[src/rtl/sync_fifo_ctrl_if.sv]
// ---------------------------------------------------------------------------
// sync_fifo_ctrl_if
// Purpose : bundles the producer/consumer requests and the RAM-facing
//           pointer/enable/status signals of the single-clock FIFO controller.
// Modports:
//   master - request side: drives wr_req, rd_req, flush; observes the rest
//   slave  - the controller: samples the requests, drives pointers, RAM
//            enables, fill count, full/empty/almost flags, rd_valid and the
//            overflow/underflow error flags
// Parameter: depth - FIFO entries (power of two, >= 2); pointers and count
//            are $clog2(depth)+1 bits wide.
// ---------------------------------------------------------------------------
interface sync_fifo_ctrl_if #(
   parameter int depth = 8
);
   localparam int AW = $clog2(depth);

   logic          wr_req;
   logic          rd_req;
   logic          flush;
   logic [AW:0]   bin_w_ptr;
   logic [AW:0]   bin_r_ptr;
   logic          mem_w_en;
   logic          mem_r_en;
   logic          full;
   logic          empty;
   logic [AW:0]   count;
   logic          almost_full;
   logic          almost_empty;
   logic          rd_valid;
   logic          overflow;
   logic          underflow;

   modport master (
      output wr_req, rd_req, flush,
      input  bin_w_ptr, bin_r_ptr, mem_w_en, mem_r_en, full, empty, count,
             almost_full, almost_empty, rd_valid, overflow, underflow
   );

   modport slave (
      input  wr_req, rd_req, flush,
      output bin_w_ptr, bin_r_ptr, mem_w_en, mem_r_en, full, empty, count,
             almost_full, almost_empty, rd_valid, overflow, underflow
   );
endinterface

[src/rtl/sync_fifo_ctrl.sv]
// ---------------------------------------------------------------------------
// sync_fifo_ctrl
// Purpose : single-clock FIFO controller sequencing a dual-port storage RAM
//           with one-cycle registered read latency. Owns binary write/read
//           pointers carrying one extra wrap bit, qualifies requests into RAM
//           write/read enables, and derives full/empty, fill count and the
//           almost flags from the registered pointers only.
// Ports   :
//   clk   - single clock, all state on posedge
//   rst_n - asynchronous active-low reset
//   bus   - sync_fifo_ctrl_if.slave: wr_req/rd_req/flush in; bin_w_ptr,
//           bin_r_ptr, mem_w_en, mem_r_en, full, empty, count, almost_full,
//           almost_empty, rd_valid, overflow, underflow out
// Parameters: depth (power of two, >= 2), AF_LEVEL (1..depth),
//             AE_LEVEL (0..depth-1)
// Optional : define FIFO_ERR_FLAGS_EN for sticky overflow/underflow flags;
//            otherwise both are tied low and no flops are built for them.
// ---------------------------------------------------------------------------
module sync_fifo_ctrl #(
   parameter int depth    = 8,
   parameter int AF_LEVEL = 6,
   parameter int AE_LEVEL = 2
) (
   input  logic              clk,
   input  logic              rst_n,
   sync_fifo_ctrl_if.slave   bus
);
   localparam int          AW  = $clog2(depth);
   localparam logic [AW:0] ONE = (AW+1)'(1);

   logic [AW:0] w_ptr;
   logic [AW:0] r_ptr;
   logic [AW:0] fill;
   logic        is_full;
   logic        is_empty;
   logic        wr_acc;
   logic        rd_acc;
   logic        rd_valid_q;

   // Status comes purely from the registered pointers, so no request ever
   // reaches a flag combinationally. Full means one lap apart: wrap bits
   // differ while the address bits match.
   assign is_empty = (w_ptr == r_ptr);
   assign is_full  = (w_ptr[AW] != r_ptr[AW]) && (w_ptr[AW-1:0] == r_ptr[AW-1:0]);
   assign fill     = w_ptr - r_ptr;

   // flush suppresses both accepts so nothing lands in the RAM on the edge
   // that discards the contents.
   assign wr_acc = bus.wr_req && !is_full  && !bus.flush;
   assign rd_acc = bus.rd_req && !is_empty && !bus.flush;

   // Pointer and read-latency tracking. The RAM samples the pre-increment
   // pointer on the same edge, so address and advance line up. flush moves
   // the read pointer onto the write pointer, leaving the FIFO empty.
   always_ff @(posedge clk or negedge rst_n) begin
      if (!rst_n) begin
         w_ptr      <= '0;
         r_ptr      <= '0;
         rd_valid_q <= 1'b0;
      end else begin
         rd_valid_q <= rd_acc;
         if (wr_acc) begin
            w_ptr <= w_ptr + ONE;
         end
         if (bus.flush) begin
            r_ptr <= w_ptr;
         end else if (rd_acc) begin
            r_ptr <= r_ptr + ONE;
         end
      end
   end

`ifdef FIFO_ERR_FLAGS_EN
   logic ovf_q;
   logic unf_q;

   // Sticky error flags: a rejected request against full/empty latches the
   // flag; only reset or flush clears it. flush takes priority over setting.
   always_ff @(posedge clk or negedge rst_n) begin
      if (!rst_n) begin
         ovf_q <= 1'b0;
         unf_q <= 1'b0;
      end else if (bus.flush) begin
         ovf_q <= 1'b0;
         unf_q <= 1'b0;
      end else begin
         if (bus.wr_req && is_full) begin
            ovf_q <= 1'b1;
         end
         if (bus.rd_req && is_empty) begin
            unf_q <= 1'b1;
         end
      end
   end

   assign bus.overflow  = ovf_q;
   assign bus.underflow = unf_q;
`else
   assign bus.overflow  = 1'b0;
   assign bus.underflow = 1'b0;
`endif

   assign bus.bin_w_ptr    = w_ptr;
   assign bus.bin_r_ptr    = r_ptr;
   assign bus.mem_w_en     = wr_acc;
   assign bus.mem_r_en     = rd_acc;
   assign bus.full         = is_full;
   assign bus.empty        = is_empty;
   assign bus.count        = fill;
   assign bus.almost_full  = (fill >= (AW+1)'(AF_LEVEL));
   assign bus.almost_empty = (fill <= (AW+1)'(AE_LEVEL));
   assign bus.rd_valid     = rd_valid_q;

endmodule

[src/flat_wrapper.sv]
// flat-port wrapper written by rule: the top's interface ports become plain ports
module sync_fifo_ctrl_flat 
#(
   parameter int depth    = 8,
   parameter int AF_LEVEL = 6,
   parameter int AE_LEVEL = 2
)
  (clk, rst_n, bus_wr_req, bus_rd_req, bus_flush, bus_bin_w_ptr, bus_bin_r_ptr, bus_mem_w_en, bus_mem_r_en, bus_full, bus_empty, bus_count, bus_almost_full, bus_almost_empty, bus_rd_valid, bus_overflow, bus_underflow);
  sync_fifo_ctrl_if #(.depth(depth)) bus_i ();
  input  logic clk;
  input  logic rst_n;
  input wire logic [$bits(bus_i.wr_req)-1:0] bus_wr_req;
  input wire logic [$bits(bus_i.rd_req)-1:0] bus_rd_req;
  input wire logic [$bits(bus_i.flush)-1:0] bus_flush;
  output wire logic [$bits(bus_i.bin_w_ptr)-1:0] bus_bin_w_ptr;
  output wire logic [$bits(bus_i.bin_r_ptr)-1:0] bus_bin_r_ptr;
  output wire logic [$bits(bus_i.mem_w_en)-1:0] bus_mem_w_en;
  output wire logic [$bits(bus_i.mem_r_en)-1:0] bus_mem_r_en;
  output wire logic [$bits(bus_i.full)-1:0] bus_full;
  output wire logic [$bits(bus_i.empty)-1:0] bus_empty;
  output wire logic [$bits(bus_i.count)-1:0] bus_count;
  output wire logic [$bits(bus_i.almost_full)-1:0] bus_almost_full;
  output wire logic [$bits(bus_i.almost_empty)-1:0] bus_almost_empty;
  output wire logic [$bits(bus_i.rd_valid)-1:0] bus_rd_valid;
  output wire logic [$bits(bus_i.overflow)-1:0] bus_overflow;
  output wire logic [$bits(bus_i.underflow)-1:0] bus_underflow;
  assign bus_i.wr_req = bus_wr_req;
  assign bus_i.rd_req = bus_rd_req;
  assign bus_i.flush = bus_flush;
  assign bus_bin_w_ptr = bus_i.bin_w_ptr;
  assign bus_bin_r_ptr = bus_i.bin_r_ptr;
  assign bus_mem_w_en = bus_i.mem_w_en;
  assign bus_mem_r_en = bus_i.mem_r_en;
  assign bus_full = bus_i.full;
  assign bus_empty = bus_i.empty;
  assign bus_count = bus_i.count;
  assign bus_almost_full = bus_i.almost_full;
  assign bus_almost_empty = bus_i.almost_empty;
  assign bus_rd_valid = bus_i.rd_valid;
  assign bus_overflow = bus_i.overflow;
  assign bus_underflow = bus_i.underflow;
  sync_fifo_ctrl #(.depth(depth), .AF_LEVEL(AF_LEVEL), .AE_LEVEL(AE_LEVEL)) u_core (.clk(clk), .rst_n(rst_n), .bus(bus_i));
endmodule
[config.mk]
export PLATFORM = sky130hd
export DESIGN_NAME = sync_fifo_ctrl_flat
export DESIGN_NICKNAME = d
export VERILOG_FILES = /design/src/rtl/sync_fifo_ctrl_if.sv /design/src/rtl/sync_fifo_ctrl.sv /design/src/flat_wrapper.sv
export SDC_FILE = /design/constraint.sdc
export NUM_CORES = 1
export LEC_CHECK = 0
export CORE_MARGIN = 8
export CORE_UTILIZATION = 38
export DETAILED_ROUTE_END_ITERATION = 8
export PLACE_DENSITY = 0.72
export SLEW_MARGIN = 20
export SYNTH_ARGS = -nofsm -noshare
export SYNTH_HDL_FRONTEND = slang
export SYNTH_SLANG_ARGS = --single-unit
[constraint.sdc]
create_clock -name clk -period 3.4 [get_ports clk]
set_input_delay 0.68 -clock clk [delete_from_list [all_inputs] [get_ports clk]]
set_output_delay 0.68 -clock clk [all_outputs]
set_load 0.02 [all_outputs]
## Yosys cells after proc, flatten, opt, wreduce, memory -nomap -nowiden

Index checks and enable logic that the tools add are counted.

| storage, ports and cells | value |
|---|---|
| register bits | 9 |
| input bits | 5 |
| output and inout port bits | 21 |

| operators by class | value |
|---|---|
| add/subtract/negate cells | 3 |
| magnitude comparators | 2 |
| eq/ne operators | 3 |
| muxes and demuxes | 2 |
| reductions and logical operators | 9 |

Operators with widths:

| cell | count |
|---|---|
| 4-bit by 1-bit adder with 4-bit output (second input constant) | 2 |
| 4-bit 2-to-1 mux | 2 |
| 1-bit logical AND | 5 |
| 4-bit equality test | 1 |
| 4-bit by 3-bit >= comparator with 1-bit output (second input constant) | 1 |
| 4-bit by 2-bit less-or-equal comparator with 1-bit output (second input constant) | 1 |
| 4-bit subtractor | 1 |
| 3-bit equality test | 1 |
| 1-bit zero test | 3 |
| 2-bit nonzero test | 1 |
| 1-bit != test | 1 |

## Depth between registers and ports, before layout

| depth | value |
|---|---|
| word-level depth | 6 |
| mapped depth | 5 |

## Worst setup path after synthesis

OpenSTA, ideal clock, no wires.

| timing path | value |
|---|---|
| kind | register to output |
| from | register u_core.w_ptr[0], in the netlist u_core.bus.bin_w_ptr[0] |
| to | output bus_almost_full |
| arrival | 1.975 ns |
| setup slack | 0.745 ns |
| stages on the path, launching flop included | 6 |
| buffers on the path | 0 |
| cell sequence | dfrtp_1 -> inv_1 -> ha_1 -> fa_1 -> xnor2_1 -> a22o_1 |

| on the way | value |
|---|---|
| longest elaborated chain between the ends | 2 |

RTL lines:

| item | RTL line | source |
|---|---|---|
| from (decl) | sync_fifo_ctrl.sv:31 | `logic [AW:0] w_ptr;` |
| from (signal assigned) | sync_fifo_ctrl.sv:63 | `w_ptr <= w_ptr + ONE;` |
| 4-bit subtractor | sync_fifo_ctrl.sv:45 | `assign fill = w_ptr - r_ptr;` |
| named net bus_count[2] | flat_wrapper.sv:21 | `output wire logic [$bits(bus_i.count)-1:0] bus_count;` |
| 4-bit by 3-bit >= comparator with 1-bit output | sync_fifo_ctrl.sv:110 | `assign bus.almost_full = (fill >= (AW+1)'(AF_LEVEL));` |
| to (decl) | flat_wrapper.sv:22 | `output wire logic [$bits(bus_i.almost_full)-1:0] bus_almost_full;` |

The timed path passes the listed nets, and every way through them passes these cells.

## Worst setup path in the final report

| timing path | value |
|---|---|
| from | register u_core.w_ptr[0], in the netlist u_core.bus.bin_w_ptr[0] |
| to | output bus_almost_full |

| on the way | value |
|---|---|
| longest elaborated chain between the ends | 2 |

RTL lines:

| item | RTL line |
|---|---|
| 4-bit subtractor | sync_fifo_ctrl.sv:45 |
| 4-bit by 3-bit >= comparator with 1-bit output | sync_fifo_ctrl.sv:110 |

No other way between the ends.

==> impl_metrics.csv <==
group,metric,value,unit
cells_and_area,antenna_cells,0,
grt,antenna_found_initial,0,
clocking,path_clk_slew,60,ps
yosys,synth_most_common_cell,"dfrtp_1",
critical_path,cp-end-kind,"output port",
critical_path,crit_type,"register to output port",
floorplan,dieArea,3590,sq um
yosys,async_flop_share,100,%
placed_design,hpwlAfterDp,1550,um
cells_and_area,multi_input_area,457,sq um
grt,first_global_vias,720,
critical_path,crit_arrival,2470,ps
placed_design,dpl.cell_count,125,
critical_path,crit_chain,"inv_1, ha_1, fa_1, xnor2_1, a22o_1, clkdlybuf4s50_1",
routing,drc,0,
min_path,hold_path.class,"register to register",
routing,drt_iter0_drc,14,
critical_path,cp.required,2720,ps
timing,hold_slack,577,ps
clocking,cts_tree,"done",
critical_path,crit_path_max_incr_delay,600,ps
clocking,hold_buffers,0,
critical_path,path_buf_inv,2,
yosys,syn_avg_cell_area,9.51,sq um
floorplan,die_w,59.9,um
timing,fmax,317,MHz
yosys,synth_common_cells,"9 x dfrtp_1, 8 x inv_1, 5 x ha_1, 5 x nand3_1",
critical_path,crit_path_top_delay_cell,"clkdlybuf4s50_1",
routing,drt-total-wl,1910,um
routing,ant_nets,0,
yosys,ys.flop_type,"dfrtp_1",
yosys,synth_area_leaders,"dfrtp_1 31%, ha_1 8.5%, xnor2_1 4.8%, inv_1 4.1%, o211ai_1 4.1%",
cells_and_area,drive_above_1_share,11.8,%
yosys,seq_area_frac_synth,30.8,%
clocking,cts_root_buf,"clkbuf_4",
job,drv_cap,0,
yosys,ys_warn_count,0,
routing,routedWlPerCell,14.8,um
clocking,cts_setup_buffers,0,
critical_path,cp_top_family,"buffers and inverters",
grt,overflow,0,
timing,layout_min_cycle_time,3150,ps
clocking,clk_path_buf_depth,2,
timing,period_share,92.8,%
floorplan,ios,26,
placed_design,gp_congestion,0.735,
cells_and_area,n_fill_cell,194,
timing,rsz0062_at_grt,"no",
timing,clock_skew,0.583,ps
yosys,ys_ff_latch,9,
cells_and_area,nets,114,
timing,setup_violations,0,
yosys,syn_area,732,sq um
placed_design,portBuffers,23,
grt,grt_usage,11.5,%
floorplan,initial_core_util,38.9,%
floorplan,core-area,1880,sq um
clocking,clk-insertion-delay-late,250,ps
routing,vias,684,
timing,fin_tns_setup,0,ps
yosys,synth_top_area_share,30.8,%
clocking,cts.sinks,9,
timing,maxSlewViolCount,0,
routing,drtPass1Iterations,4,
grt,grt_max_degree,15,
routing,avgViaCountPerCell,5.30,
cells_and_area,syn2layout_area_growth,37.9,%
yosys,synthCells,77,
yosys,post_synth_num_cell_types,36,
clocking,cts_resized,0,
critical_path,critPathMaxFanout,6,
outcome,status,"finished, final reports clean",
floorplan,row_count,16,
timing,hold_viol,0,
critical_path,start_kind,"register",
yosys,synth-edff-count,0,
grt,grt_first_pass_wirelength,3240,um
yosys,netlist.top_cell.by_area,"dfrtp_1",
clocking,cts_max_level,1,
cells_and_area,stdcell_count,129,
floorplan,die_y,59.9,um
clocking,numCtsBuffers,3,
cells_and_area,regArea,225,sq um
-- worst reg2reg max path, cell delays in order, from the launching register on --
cell,delay [ps]
dfrtp_1,430
inv_1,80
ha_1,390
nand3_1,250
o21ai_2,260
mux2_1,340
-- cells by family (layout without fill, tap and decap cells) --
| group | after synthesis | in the layout | share of synthesized area (%) |
|---|---|---|---|
| AND/OR/NAND/NOR | 25 | 25 | 21.0 |
| AO/OA/AOI/OAI | 17 | 17 | 18.3 |
| buffers and inverters | 12 | 36 | 7.35 |
| flip-flops | 9 | 9 | 30.8 |
| adder cells (fa/ha/maj) | 6 | 6 | 11.3 |
| XOR/XNOR | 6 | 6 | 9.23 |
| other | 1 | 2 | 0.512 |
| multiplexers | 1 | 1 | 1.54 |
-- final timing paths --
path	startpoint	end	slack [ps]	depth (start not counted)
worst max-delay path	u_core.bus.bin_w_ptr[0]$_DFFE_PN0P_	bus_almost_full	250	6
worst min-delay path	u_core.bus.bin_w_ptr[2]$_DFFE_PN0P_	u_core.bus.bin_w_ptr[2]$_DFFE_PN0P_	580	1
worst max register to register	u_core.bus.bin_r_ptr[2]$_DFFE_PN0P_	u_core.bus.bin_w_ptr[1]$_DFFE_PN0P_	1530	5
worst min register to register	u_core.bus.bin_w_ptr[2]$_DFFE_PN0P_	u_core.bus.bin_w_ptr[2]$_DFFE_PN0P_	580	1
max in group asynchronous	rst_n	u_core.bus.bin_r_ptr[2]$_DFFE_PN0P_	2390	1
min in group asynchronous	rst_n	u_core.bus.bin_w_ptr[3]$_DFFE_PN0P_	730	1
-- state kept, by name, summed over array words and instances, names as in the netlist --
signal / flops
u_core.bus.bin_r_ptr: 4
u_core.bus.bin_w_ptr: 4
u_core.bus.rd_valid: 1
-- layout make-up --
class                      count  share of cell area (%)
timing repair buffer          24                    23.5
tap                           27                    3.35
sequential                     9                    22.3
clock buffer                   4                    2.60
inverter                       8                    2.97
multi-input combinational     57                    45.2
-- routing by layer --
metal | up-vias | wire (um) | GRT usage [%]
met5 | - | 0 | 0
met4 | 0 | 23 | 3.06
met3 | 4 | 94 | 1.72
met2 | 21 | 1020 | 21.7
met1 | 335 | 772 | 12.8
li1 | 324 | - | -
-- metrics by stage --
step | area [sq um] | setup slack, ps | util [%]
4_1_cts | 1010 | 215 | 53.7
3_5_place_dp | 983 | 412 | 52.3
6_report | 1010 | 245 | 53.7
3_3_place_gp | 983 | 491 | 52.3
5_1_grt | 1010 | 94.3 | 53.7
2_1_floorplan | 736 | 745 | -
-- cell usage in the layout (no fill, tap or decap) --
cell / count
clkdlybuf4s50_1: 23
dfrtp_1: 9
inv_1: 8
nand3_1: 5
ha_1: 5
a21oi_1: 4
xnor2_1: 4
o211ai_1: 4
nor3b_1: 3
nand2_1: 3
clkbuf_4: 3
nor2_1: 2
nor2b_1: 2
nand4_1: 2
and3_1: 2
conb_1: 2
nand3b_1: 1
xor2_2: 1
a21o_2: 1
and2_1: 1
a221oi_2: 1
a22o_1: 1
nor2_2: 1
xnor2_2: 1
o21ai_2: 1
o22ai_1: 1
o31a_1: 1
or4b_2: 1
a221oi_1: 1
mux2_1: 1
nand4bb_1: 1
or3b_2: 1
o311ai_0: 1
a311o_1: 1
fa_1: 1
clkbuf_1: 1
buf_4: 1
Power is left out: the tool's default activity adds up to more than one toggle a clock period on the data nets, which glitch-free logic cannot reach.
